<file path="config.mk">
export PLATFORM = sky130hd
export DESIGN_NAME = guess_entry_controller
export DESIGN_NICKNAME = d
export VERILOG_FILES = /design/src/rtl/guess_entry_controller.sv
export SDC_FILE = /design/constraint.sdc
export NUM_CORES = 1
export LEC_CHECK = 0
export CAP_MARGIN = 40
export CORE_UTILIZATION = 53
export DETAILED_ROUTE_END_ITERATION = 8
export PLACE_DENSITY = 0.9
export SYNTH_ARGS = -nofsm -noshare
export SYNTH_HDL_FRONTEND = slang
export SYNTH_SLANG_ARGS = --single-unit
</file>
<file path="constraint.sdc">
create_clock -name clock -period 2.2 [get_ports clock]
set_input_delay 0.22 -clock clock [delete_from_list [all_inputs] [get_ports clock]]
set_output_delay 0.22 -clock clock [all_outputs]
set_load 0.01 [all_outputs]
</file>
<file path="src/rtl/guess_entry_controller.sv">
// Keypad guess entry: collects four hex digits, offers them downstream, scans a 4-digit display.
// Optional macro BLANK_UNUSED_DIGITS_EN blanks display positions with no entered digit.
module guess_entry_controller #(
    parameter int SCAN_BITS = 18
) (
    input  logic        clock,
    input  logic        reset_n,
    input  logic        key_valid,
    input  logic [3:0]  key_code,
    output logic        guess_valid,
    input  logic        guess_ready,
    output logic [15:0] guess_value,
    output logic [2:0]  digit_count,
    output logic [3:0]  anode,
    output logic [3:0]  hex_out
);

    localparam logic [1:0] ENTRY  = 2'd0;
    localparam logic [1:0] FULL   = 2'd1;
    localparam logic [1:0] SUBMIT = 2'd2;
    localparam int SW = SCAN_BITS + 2;

    logic [1:0]    state, state_nx;
    logic [15:0]   buffer, buffer_nx;
    logic [2:0]    count, count_nx;
    logic [SW-1:0] scan;
    logic [1:0]    phase;
    logic          is_digit, is_bs, is_clr, is_ent;

    assign is_digit = key_valid && (key_code <= 4'd9);
    assign is_bs    = key_valid && (key_code == 4'hA);
    assign is_clr   = key_valid && (key_code == 4'hC);
    assign is_ent   = key_valid && (key_code == 4'hE);

    always_comb begin
        state_nx  = state;
        buffer_nx = buffer;
        count_nx  = count;
        if (state == SUBMIT) begin
            if (guess_ready) begin
                state_nx  = ENTRY;
                buffer_nx = 16'h0000;
                count_nx  = 3'd0;
            end
        end else begin
            unique case (1'b1)
                is_digit: begin
                    if (state == ENTRY) begin
                        buffer_nx = {buffer[11:0], key_code};
                        count_nx  = count + 3'd1;
                        if (count == 3'd3) state_nx = FULL;
                    end
                end
                is_bs: begin
                    if (count != 3'd0) begin
                        buffer_nx = {4'h0, buffer[15:4]};
                        count_nx  = count - 3'd1;
                        state_nx  = ENTRY;
                    end
                end
                is_clr: begin
                    buffer_nx = 16'h0000;
                    count_nx  = 3'd0;
                    state_nx  = ENTRY;
                end
                is_ent: begin
                    if (state == FULL) state_nx = SUBMIT;
                end
                default: ;
            endcase
        end
    end

    always_ff @(posedge clock or negedge reset_n) begin
        if (!reset_n) begin
            state  <= ENTRY;
            buffer <= 16'h0000;
            count  <= 3'd0;
        end else begin
            state  <= state_nx;
            buffer <= buffer_nx;
            count  <= count_nx;
        end
    end

    always_ff @(posedge clock or negedge reset_n) begin
        if (!reset_n) scan <= '0;
        else          scan <= scan + 1'b1;
    end

    assign phase       = scan[SW-1 -: 2];
    // Valid is decoded from state so an async reset drops it at once.
    assign guess_valid = (state == SUBMIT);
    assign guess_value = buffer;
    assign digit_count = count;

    always_comb begin
        anode   = ~(4'b0001 << phase);
        hex_out = buffer[{phase, 2'b00} +: 4];
`ifdef BLANK_UNUSED_DIGITS_EN
        if ({1'b0, phase} >= count) begin
            anode   = 4'b1111;
            hex_out = 4'h0;
        end
`else
`endif
    end

endmodule
</file>
## Word level (Yosys, flattened, before mapping)

Cells that the tools add are included.

- Reduce and logical (&&, ||, !) cells: 10
- Bitwise logic cells: 1
- Add/subtract/negate cells: 3
- Eq/ne operators: 11
- Shift operators: 2
- Mux-type cells: 17
- Order comparisons: 1

Operators by type and width:

| cell | count |
|---|---|
| 2-to-1 mux 16 bit | 4 |
| case mux 16 bit (3 select lines) | 1 |
| adder 20 x 1 -> 20 bit, second input constant | 1 |
| indexed part select 16 x 5 -> 4 bit | 1 |
| == test 4 bit, second input constant | 3 |
| 2-to-1 mux 2 bit | 6 |
| 2-to-1 mux 3 bit | 4 |
| != test 3 x 2 -> 1 bit, second input constant | 4 |
| case mux 3 bit (3 select lines) | 1 |
| case mux 2 bit (4 select lines) | 1 |
| AND reduction 6 bit | 1 |
| nonzero test 5 bit | 1 |
| less-or-equal comparator 4 bit, second input constant | 1 |
| logical AND 1 bit | 4 |
| inverter 4 bit | 1 |
| AND reduction 4 bit | 1 |
| nonzero test 4 bit | 1 |
| left shift 1 x 2 -> 4 bit, first input constant | 1 |
| adder 3 x 1 -> 3 bit, second input constant | 1 |
| == test 3 x 2 -> 1 bit, second input constant | 1 |
| nonzero test 3 bit | 1 |
| subtractor 3 x 1 -> 3 bit, second input constant | 1 |
| == test 2 x 1 -> 1 bit, second input constant | 1 |
| == test 2 bit, second input constant | 1 |
| other kinds (2) | 2 |

- Register bits: 41
- Bits of input ports: 8
- Word-level logic and storage cells: 49
- Output and inout bits: 28

## Logic depth before layout (Yosys ltp)

Gate-level depths: netlist of run 1.

- Depth in word-level cells: 5
- Mapped depth: 9

## Worst setup path after synthesis of run 1

OpenSTA, ideal clock, no wires.

- Kind: reg2reg
- From: register count[0] (netlist: digit_count[0])
- To: register count[0] (netlist: digit_count[0])
- Arrival time: 1.723 ns
- Data required time: 2.075 ns
- Setup time: 0.125 ns
- Slack: 0.352 ns
- Clock period less this slack: 1.848 ns
- Stages on the path, launching flop included: 7
- Cell sequence: dfrtp_1 -> nor3_1 -> nand3_1 -> a32oi_4 -> a31oi_4 -> buf_6 -> mux2_4

- Cells in the longest elaborated chain, start to end: 4
- Elaborated cells on any way between the ends: 9

Ends and longest elaborated chain:

| what | line | RTL |
|---|---|---|
| from (decl) | 25 | `logic [2:0] count, count_nx;` |
| from (signal assigned) | 82 | `count <= count_nx;` |
| subtractor 3 x 1 -> 3 bit or adder 3 x 1 -> 3 bit (tied branches) | 57, 50 |  |
| 2-to-1 mux 3 bit (on tied branches) | 55, 48 |  |
| case mux 3 bit (3 select lines) | 46 | `unique case (1'b1)` |
| 2-to-1 mux 3 bit | 39 | `if (state == SUBMIT) begin` |

Several ways; a longest one is shown, not always the timed one. The select of a mux whose other input is x is not followed.
A chain may end at the register's enable or synchronous reset.

## Final worst setup path of run 1

- From: register scan[18]
- To: output port hex_out[1]

- Cells in the longest elaborated chain, start to end: 1

Ends and longest elaborated chain:

| what | line | RTL |
|---|---|---|
| from (decl) | 26 | `logic [SW-1:0] scan;` |
| from (signal assigned) | 88 | `else scan <= scan + 1'b1;` |
| indexed part select 16 x 5 -> 4 bit | 99 | `hex_out = buffer[{phase, 2'b00} +: 4];` |
| to (decl) | 15 | `output logic [3:0] hex_out` |

Every way passes these cells.

==> results of run 1 <==
[cells by family after synthesis]
family,count (synthesis),share of synthesized area
AND/OR/NAND/NOR,62,0.156
flip-flops,41,0.477
AO/OA/AOI/OAI,32,0.122
XOR/XNOR,18,0.0733
multiplexers,18,0.130
buffers and inverters,13,0.0267
adder cells (fa/ha/maj),2,0.0151
[state kept, by name, summed over array words and instances, names as in the netlist]
signal	cells
state	2
guess_value	16
scan	20
digit_count	3
[critical path, stage by stage (launching register included)]
cell and delay (ns):
dfrtp_1 0.55, mux4_2 0.56, clkdlybuf4s50_1 0.49
[where the power goes]
part | internal [mW] | switching [mW] | total, mW
clock network | 0.370 | 0.252 | 0.622
registers | 0.947 | 0.282 | 1.23
logic | 0.864 | 0.541 | 1.41
[layout make-up]
type	count	area, µm²
well taps	48	60.1
fillers	273	973
flip-flops and latches	41	1030
clock buffers	7	86.3
inverters	7	26.3
repair buffers	52	500
clock inverters	1	30.0
multi-input cells	132	1070
[cell usage after synthesis (all sizes together), types with 2 or more instances]
library cell / number
mux2: 13
and3b: 3
nand2b: 3
a22oi: 9
clkbuf: 4
inv: 7
xor2: 4
o21ai: 6
nor3: 3
nand3: 11
a31oi: 2
and3: 6
and2b: 2
a21oi: 5
a22o: 4
nor2: 12
and4: 3
nand4: 2
dfrtp: 41
nand2: 12
xnor2: 14
buf: 2
mux4: 4
[through the flow]
stage | setup WS [ns] | hold WS [ns]
global placement | 0.116 | 0.380
CTS | 0.0738 | 0.258
global route | 0.0132 | 0.263
detailed placement | 0.0874 | 0.0329
floorplan | 0.352 | -0.0756
finish | 0.0895 | 0.260
[layer usage]
| metal | wire (µm) | vias to the layer above | global-route usage |
|---|---|---|---|
| met5 | 0 | - | 0 |
| li1 | - | 779 | - |
| met2 | 2320 | 63 | 0.406 |
| met1 | 2120 | 832 | 0.346 |
| met3 | 228 | 6 | 0.0573 |
| met4 | 51 | 0 | 0.0734 |
[worst max path at each step]
stage                               from              to  slack, ns  cells after the start
after floorplan           digit_count[0]  digit_count[0]       0.35                      6
final                           scan[18]      hex_out[1]       0.09                      2
after global routing            scan[18]      hex_out[0]       0.01                      2
after global placement       key_code[3]  digit_count[0]       0.12                      7
after detailed placement     key_code[3]  digit_count[0]       0.09                      7
after CTS                       scan[18]      hex_out[1]       0.07                      2
==> impl_results.md, run 1 <==
- Post-route design area: 2800 µm²
- Die ar.: 4320 µm²
- # DRC: 0
- Final hold viol count: 0
- DRT antenna net count: 0
- Dominant cell type by area after synthesis: dfrtp_1
- # hold bufs at CTS: 1
- Placed cells: 279
- Initial antenna violation count: 0
- F_max: 474 MHz
- Post-DP Area: about 2700 µm²
- TritonCTS clock tree: done
- Post-Route WL: 4710 µm
- CTS resizes: 0
- Worst-path clk slew: 0.08 ns
- Seq/Total Area, Yosys: 0.477
- DR WL/cell: 16.4 µm
- First-pass iteration count of the detailed router: 4
- Dpl hpwl: 3380 µm
- Max H-tree Level: 2
- Hold WC Path Type: in2async
- Top post-synthesis cells by area: dfrtp_1 48%, mux2_4 6.3%, xnor2_1 5.7%, mux4_2 4.2%, a22oi_1 3.1%
- Worst setup EP type: primary output
- Max IR drop VDD: 0.895 mV
- Root Buffer: clkbuf_8
- Longest Clk Path Bufs: 2
- R2R depth: 6
- Congestion Overflow GR: 0
- RSZ-0062 raised after global routing: no
- DIE HEIGHT: 65.7 µm
- Period utilisation layout: 0.959
- Starting DRC count in detailed routing: between 100 and 150
- Post-synth EDFFs: 0
- Least-Margin Pin Slew: 0.505 ns
- Syn Inst Count: between 150 and 200
- Slew margin rel.: 0.661
- Synth Flop Type: dfrtp_1
- Antenna Cells: 0
- Critical path peak fanout: 6
- Vias in the first global route: 1669
- GRT Total Usage: 0.254
- GPL Wtd Cong: between 0.8 and 0.9
- Vias post-DR: around 1700
- Worst skew pair latency: 0.29 ns
- Post-Route Utilization: 0.742
- Worst R2R End: guess_value[5]
- Syn-to-layout area delta: 30.0%
- TNS Setup: 0 ns
- Unique masters post-synth: 43
- DIE WIDTH: about 66 µm
- Final total power: 3.26 mW
- Worst Path Required: 1.98 ns
- Fraction of layout cells with a size suffix above 1: 0.204
- Top Ports: 36
- Fin. max-slew vios: 0
- Layout Nets: 249
- Crit Path Category: reg2out
- Leak pwr: approximately 1.3 nW
- CP Launch Type: flop
- Starting Density: 0.571
- Final Setup Violations: 0
- First-pass GRT wire length: around 8100 µm
- Sink Count: between 40 and 50
- Finished Layout Cells: 288
- Max-cap violations: 0
- Final Skew: 0.00412 ns
- Share of the synthesized area in the top cell type: 0.477
- Setup slack, reg-to-reg: 0.28 ns
- Mapped Area: between 2000 and 2500 µm²
- Buffers on Ports: 35
- Post-synth ARST share: 1.00
- Pwr Density: 1160 nW/µm²
- Worst path arrival time: 1.89 ns
- Crit path time final: 2.11 ns
- #FFs+latches synth: 41
- R2R Path Start: digit_count[0]
- Pin count of the biggest net entering global routing: 40
- Num CTS Buffers: 5
- Syn Nets: 196
- Commonest cells after routing, fill and taps aside: 41 x dfrtp_1, 34 x clkdlybuf4s50_1, 14 x xnor2_1, 14 x buf_4
- # rows: 22
- Post-CTS setup repair buffer count: 0
- Status: completed
- Core ar.: around 3800 µm²
- Most common cell after layout, fill and taps aside: dfrtp_1
- Mean post-synth cell area: 11.6 µm²
- Avg Vias per Cell: 5.83
- Yosys warnings: 0
(Power assumes the default switching activity.)
==> run 2: changes to the inputs <==
--- a/config.mk
+++ b/config.mk
@@ -6,9 +6,10 @@
 export NUM_CORES = 1
 export LEC_CHECK = 0
 export CAP_MARGIN = 40
-export CORE_UTILIZATION = 53
+export CORE_UTILIZATION = 55
 export DETAILED_ROUTE_END_ITERATION = 8
-export PLACE_DENSITY = 0.9
+export DONT_BUFFER_PORTS = 1
+export PLACE_DENSITY = 0.67
 export SYNTH_ARGS = -nofsm -noshare
 export SYNTH_HDL_FRONTEND = slang
 export SYNTH_SLANG_ARGS = --single-unit
==> run 2 against run 1 <==
  * Clock power fell by 24%
  * Clock skew rose by 0.0017 ns
  * Maximum frequency rose by 10%
  * Total power fell by 17%
  * First-iteration DRC count rose by 4.7%
  * Register-to-register slack barely moved
  * Setup slack improved by 0.20 ns
  * Critical endpoint is now guess_value[13]
  * Critical path depth rose by 5
  * Sequential power rose by 4%
  * Largest cell class unchanged
  * Wire length fell by 6.3%
  * Non-clock buffer count fell by 43
  * Worst hold slack got worse by 0.056 ns
==> impl_results.md, run 2 (synthesis results as in run 1) <==
- Antenna Cells: 0
- Switching share of power: 0.373
- Fraction of layout cells with a size suffix above 1: 0.208
- Top reg by flops: scan
- Root Buffer: clkbuf_8
- First-pass GRT wire length: 7270 µm
- Combinational power share: 0.349
- Clock Power Share: 0.176
- Sink Count: 41
- DR WL/cell: 18.0 µm
- Status: completed
- Vias post-DR: 1507
- GPL Wtd Cong: between 0.8 and 0.9
- Avg Vias per Cell: 6.15
- TNS Setup: 0 ns
- Post-Route WL: approximately 4400 µm
- Initial antenna violation count: 0
- Fin. max-slew vios: 0
- Highest routed layer: met4
- Post-route design area: 2360 µm²
- DIE HEIGHT: 64.6 µm
- Max-cap violations: 0
- Least-Margin Pin Slew: 0.442 ns
- Longest Clk Path Bufs: 2
- Congestion Overflow GR: 0
- Hold WC Path Type: in2reg
- Leak pwr: 1.09 nW
- Crit Path Category: reg2reg
- Commonest cells after routing, fill and taps aside: 41 x dfrtp_1, 14 x xnor2_1, 12 x nand2_1, 12 x nor2_1, 11 x nand3_1
- Post-CTS setup repair buffer count: 0
- Pre-CTS WS: 0.334 ns
- Syn-to-layout area delta: 9.77%
- Setup slack, reg-to-reg: 0.29 ns
- Num CTS Buffers: 5
- First-pass iteration count of the detailed router: 4
- Final hold viol count: 0
- Crit path time final: 1.91 ns
- # hold bufs at CTS: 2
- TritonCTS clock tree: done
- Worst path arrival time: 2.10 ns
- Fin worst setup slack: 0.286 ns
- RSZ-0062 raised after global routing: no
- CP Launch Type: flop
- Top Ports: 36
- R2R depth: 7
- Final Skew: 0.00584 ns
- Worst-path clk slew: 0.08 ns
- Sequential group share of total power: 0.476
- Die ar.: 4170 µm²
- Layout Nets: 206
- GRT Total Usage: 0.233
- Finished Layout Cells: 245
- DIE WIDTH: between 60 and 70 µm
- Max reg flops: 20
- Post-DP Area: 2250 µm²
- Max H-tree Level: 2
- Pin count of the biggest net entering global routing: 42
- Worst setup EP type: flop
- Worst setup path endpoint: guess_value[13]
- Most common cell after layout, fill and taps aside: dfrtp_1
- Worst Path Required: 2.38 ns
- R2R Path Start: digit_count[2]
- Worst skew pair latency: 0.29 ns
- Core ar.: roughly 3700 µm²
- Crit path launch: digit_count[2]
- Wire length on met1: ~1900 µm
- Critical path peak fanout: 7
- # rows: 22
- Pwr Density: ~1100 nW/µm²
- Buffers on Ports: 0
- Max IR drop VDD: between 0.4 and 0.5 mV
- DRT antenna net count: 0
- Filler cells: about 310
- Starting Density: 0.579
- Placed cells: 235
- Starting DRC count in detailed routing: 135
- Worst R2R End: guess_value[13]
- Dpl hpwl: between 3000 and 4000 µm
- CTS resizes: 0
- Vias in the first global route: 1482
- Slew margin rel.: 0.705
- Met3 WL: 232 µm
- P_sw: 1.00 mW
- F_max: around 520 MHz
- P_int: around 1.7 mW
- # DRC: 0
- Period utilisation layout: 0.870
- Met2 wire length: 2220 µm
- Final Setup Violations: 0
==> run 2: per-layer routing <==
metal / vias to the layer above / track usage
li1: 699 / -
met4: 0 / 0.0833
met5: - / 0
met1: 757 / 0.295
met3: 7 / 0.0493
met2: 44 / 0.393
==> run 2: metrics by stage <==
stage | hold WS [ns] | utilization | power (mW)
after floorplan | -0.0756 | - | 1.93
after global placement | -0.0749 | 0.604 | 2.18
after detailed placement | -0.0745 | 0.604 | 2.20
after CTS | 0.210 | 0.636 | 2.71
after global routing | 0.212 | 0.636 | 2.85
final | 0.204 | 0.636 | 2.69
==> run 2: layout make-up <==
type | count | area, µm² | share of cell area
Inverter | 7 | 26.3 | 0.0111
Timing Repair Buffer | 9 | 95.1 | 0.0403
Tap cell | 48 | 60.1 | 0.0254
Sequential cell | 41 | 1030 | 0.434
Clock buffer | 5 | 68.8 | 0.0291
Clock inverter | 3 | 17.5 | 0.00742
Multi-Input combinational cell | 132 | 1070 | 0.452
==> run 2: worst min path at each step <==
stage,from,endpoint,slack [ns],depth (start not counted)
finish,key_code[0],guess_value[0],0.20,3
global route,key_code[0],guess_value[0],0.21,3
CTS,key_code[2],digit_count[1],0.21,3
detailed placement,reset_n,guess_value[2],-0.07,0
global placement,reset_n,state[1],-0.07,0
floorplan,reset_n,digit_count[0],-0.08,0
==> run 2: power by group through the flow <==
stage,clock network [mW],logic (mW),registers [mW]
after global placement,0,0.885,1.29
final,0.473,0.937,1.28
after global routing,0.510,1.02,1.31
after CTS,0.487,0.939,1.28
after detailed placement,0,0.907,1.30
after floorplan,0,0.697,1.23
==> run 2: worst max-delay path: stages, from the launching register on <==
cell and delay (ns):
dfrtp_1 0.44, nor3_1 0.28, nand3_1 0.18, a32oi_4 0.30, buf_4 0.20, nor3_1 0.06, buf_4 0.17, a22o_1 0.18
==> edit 1 (config.mk and constraints of run 1) <==
Reset style: synchronous (`reset_n`), changed in 2 clocked blocks. Comments in the files are not updated.
--- a/src/rtl/guess_entry_controller.sv
+++ b/src/rtl/guess_entry_controller.sv
@@ -72,5 +72,5 @@
     end
 
-    always_ff @(posedge clock or negedge reset_n) begin
+    always_ff @(posedge clock) begin
         if (!reset_n) begin
             state  <= ENTRY;
@@ -84,5 +84,5 @@
     end
 
-    always_ff @(posedge clock or negedge reset_n) begin
+    always_ff @(posedge clock) begin
         if (!reset_n) scan <= '0;
         else          scan <= scan + 1'b1;
Formal check against the unedited RTL: differs if reset_n is asserted again (counterexample within 4 cycles, from zero or initial values and one cycle with reset_n low); with reset_n held inactive, the same outputs for 10 cycles.
==> edit 1 against run 1 <==
Design area up 1.1%; sequential cell count unchanged; routed wire length up 8.4%; fmax down 0.63%; area after synthesis up 7.0%; worst setup slack worse by 0.013 ns; via count up 18%; critical path type unchanged; highest routed layer unchanged.
Power is not compared: it rests on default switching activity, and its combinational part moved more than twofold at a synthesized area within 25%.
==> edit 1: results (changes against run 1) <==
| Metric | Value |
|---|---|
| Run status | `finished clean (unchanged)` |
| Layout cell share with drive strength beyond 1 | `15.8% (was 20.4%)` |
| Mean instance size in the synthesized netlist | `9.07 um^2 (was 11.6 um^2)` |
| Post-layout nets | `307 (was 249)` |
| Critical Path Fanout Max | `8 (was 6)` |
| Post-DR wirelength/cell | `14.7 um (was 16.4 um)` |
| Placement-stage worst setup slack | `-0.122 ns (was 0.0874 ns)` |
| Leading cell type in the layout, fill and taps excluded | `nand2_1 (was dfrtp_1)` |
| Sequential share of the synthesized area | `35.6% (was 47.7%)` |
| Setup slack of the worst register-to-register path | `0.34 ns (was 0.28 ns)` |
| FF-to-FF End | `digit_count[2]$_SDFFE_PN0P_ (was guess_value[5]$_DFFE_PN0P_)` |
| Area share of xor/xnor cells in the synthesized design | `5.32% (was 7.33%)` |
| Sum of routed wire length over all layers | `5.11 mm (was 4.71 mm)` |
| Number of placed instances with taps included | `340 (was 279)` |
| Final HPWL from detailed placement | `3.65 mm (was 3.38 mm)` |
| First-pass GRT wire length | `8.22 mm (was 8.10 mm)` |
| Crit path capture | `hex_out[2] (was hex_out[1])` |
| Compound-Gate Fraction of Synth Area | `12.0% (was 12.2%)` |
| Top cells by instance count after synthesis | `42 x nand2_1, 41 x dfxtp_1, 18 x mux2i_1 (was 41 x dfrtp_1, 14 x xnor2_1, 12 x nand2_1, 12 x nor2_1, 11 x nand3_1)` |
| Worst slew margin relative to its limit | `74.4% (was 66.1%)` |
| Worst hold path class | `reg2reg (was in2async)` |
| Maximum clock skew at final layout | `0.00522 ns (was 0.00412 ns)` |
| Via-per-instance ratio | `5.70 (was 5.83)` |
| Number of global-route vias before repair | `1734 (was 1669)` |
| Launching instance or port of the critical path | `scan[18]$_SDFF_PN0_ (was scan[18]$_DFF_PN0_)` |
| Asr flop ratio synth | `0% (was 100%)` |
| Multiplexer fraction of the synthesized cell area | `11.7% (was 13.0%)` |
| Placement-stage cell area | `2730 um^2 (was 2670 um^2)` |
| GRT Overall Usage | `24.1% (was 25.4%)` |
| R2r startpoint | `digit_count[0]$_SDFFE_PN0P_ (was digit_count[0]$_DFFE_PN0P_)` |
| Leading register cell type out of synthesis | `dfxtp_1 (was dfrtp_1)` |
-- edit 1: through the flow --
step | power [mW] | hold WS, ns
2_1_floorplan | 0.941 | 0.374
3_3_place_gp | 1.02 | 0.461
3_5_place_dp | 1.03 | 0.487
4_1_cts | 1.57 | 0.497
5_1_grt | 1.62 | 0.514
6_report | 1.56 | 0.497
-- edit 1: routing by layer --
metal  GRT usage (%)  up-vias  routed length (um)
li1                -      975                   -
met1            31.9      922                2280
met2            37.0       75                2380
met3            6.67       12                 346
met4            9.38        0                  99
met5               0        -                   0
-- edit 1: cell type report --
| type | count | area, um^2 | share of cell area [%] |
|---|---|---|---|
| Inverter | 8 | 30.0 | 1.06 |
| Timing Repair Buffer | 50 | 475 | 16.8 |
| Sequential cell | 41 | 821 | 29.0 |
| Multi-Input combinational cell | 191 | 1340 | 47.3 |
| Clock inverter | 1 | 5.00 | 0.177 |
| Tap cell | 50 | 62.6 | 2.21 |
| Clock buffer | 7 | 96.3 | 3.41 |
-- edit 1: how the worst min path moves through the flow --
| stage | from | to | slack (ns) |
|---|---|---|---|
| 2_1_floorplan | key_code[3] | guess_value[3]$_SDFFE_PN0P_ | 0.37 |
| 3_3_place_gp | scan[12]$_SDFF_PN0_ | scan[12]$_SDFF_PN0_ | 0.46 |
| 3_5_place_dp | guess_value[12]$_SDFFE_PN0P_ | guess_value[12]$_SDFFE_PN0P_ | 0.49 |
| 4_1_cts | guess_value[12]$_SDFFE_PN0P_ | guess_value[12]$_SDFFE_PN0P_ | 0.50 |
| 5_1_grt | guess_value[12]$_SDFFE_PN0P_ | guess_value[12]$_SDFFE_PN0P_ | 0.51 |
| 6_report | scan[14]$_SDFF_PN0_ | scan[14]$_SDFF_PN0_ | 0.50 |
==> edit 2 (config.mk and constraints of run 1) <==
Without the edit above. Add a define of `BLANK_UNUSED_DIGITS_EN`.
--- a/src/rtl/guess_entry_controller.sv
+++ b/src/rtl/guess_entry_controller.sv
@@ -1,4 +1,6 @@
 // Keypad guess entry: collects four hex digits, offers them downstream, scans a 4-digit display.
 // Optional macro BLANK_UNUSED_DIGITS_EN blanks display positions with no entered digit.
+`define BLANK_UNUSED_DIGITS_EN
+
 module guess_entry_controller #(
     parameter int SCAN_BITS = 18
Function: changed (a bounded check fails within 4 cycles, from zero or initial values and one cycle with reset_n low).
==> edit 2 against run 1 <==
Sequential power decreased by 8%; design area grew 2.8%; final cell count rose by 9.4%; routed wire length up 6.2%; non-clock buffer count grew 6; worst setup slack got worse by 0.028 ns; area after synthesis grew 3.7%; power down 8.0%; sequential cell count unchanged; critical endpoint is now hex_out[0]; largest cell class unchanged; highest routed layer unchanged.
==> edit 2: results (changes against run 1) <==
| Metric | Value |
|---|---|
| Delay of the slowest critical-path stage | `0.39 ns (was 0.56 ns)` |
| FF-to-FF End | `digit_count[0]$_DFFE_PN0P_ (was guess_value[5]$_DFFE_PN0P_)` |
| Multiplexer fraction of the synthesized cell area | `4.04% (was 13.0%)` |
| Post-layout nets | `277 (was 249)` |
| Metal1 wirelength | `2.14 mm (was 2.12 mm)` |
| Number of global-route vias before repair | `1708 (was 1669)` |
| Fraction of met3 tracks used by global routing | `4.97% (was 5.73%)` |
| Area share of xor/xnor cells in the synthesized design | `7.46% (was 7.33%)` |
| Maximum number of pins on one net before global-route repair | `30 (was 40)` |
| Met3 layer wire length in the routed design | `273 um (was 228 um)` |
| Sequential share of the synthesized area | `46.0% (was 47.7%)` |
| Final HPWL from detailed placement | `3.47 mm (was 3.38 mm)` |
| Met1 demand-to-capacity share in global routing | `32.1% (was 34.6%)` |
| Cell at the slowest stage of the critical path | `dfrtp_1 (was mux4_2)` |
| Peak clock frequency supported by timing | `468 MHz (was 474 MHz)` |
| Top cells by instance count after synthesis | `41 x dfrtp_1, 27 x nand2_1, 14 x xnor2_1 (was 41 x dfrtp_1, 14 x xnor2_1, 12 x nand2_1, 12 x nor2_1, 11 x nand3_1)` |
| Worst hold-check slack | `0.338 ns (was 0.260 ns)` |
| Fraction of met2 tracks used by global routing | `38.9% (was 40.6%)` |
| Gp weighted congestion | `0.933 (was 0.884)` |
| Run status | `finished clean (unchanged)` |
| Post-Synth Adder-Cell Area | `2.58% (was 1.51%)` |
| Vias | `1859 (was 1680)` |
| Post-DR wirelength/cell | `15.9 um (was 16.4 um)` |
| Maximum clock skew at final layout | `0.00434 ns (was 0.00412 ns)` |
| Number of nets produced by synthesis | `224 (was 196)` |
| Post-CTS Resized | `11 (was 0)` |
| First-pass GRT wire length | `7.99 mm (was 8.10 mm)` |
| First-iteration detailed-routing DRC count | `61 (was 129)` |
| Static Leakage | `1.27 nW (was 1.28 nW)` |
==> edit 2: cell types whose count changed after synthesis, moves of 4 or more <==
cell,delta
nor2b_1,+6
o31ai_2,+10
nor2_1,-4
nand3_1,-4
mux2_2,-4
nand2_1,+15
o211ai_1,+4
mux2_4,-9
==> edit 2: critical path: cells and delay by family, from the launching register on <==
family	cells	cell delay (ns)
AOI/OAI and AO/OA	1	0.19
buffers and inverters	2	0.38
adders and majority gates	1	0.23
and+or+nand+nor	3	0.43
DFF	1	0.39
==> edit 2: area by class of cell <==
cell class                      count  share of cell area, %
Inverter                            8                   1.04
Timing Repair Buffer               58                   18.2
Multi-Input combinational cell    151                   39.3
Tap cell                           50                   2.17
Sequential cell                    41                   35.7
Clock inverter                      2                   1.22
Clock buffer                        5                   2.39
==> edit 2: power breakdown <==
group	leakage [nW]	switching (mW)	internal (mW)
clock network	0.0540	0.249	0.330
registers	0.533	0.208	0.919
logic	0.686	0.603	0.686
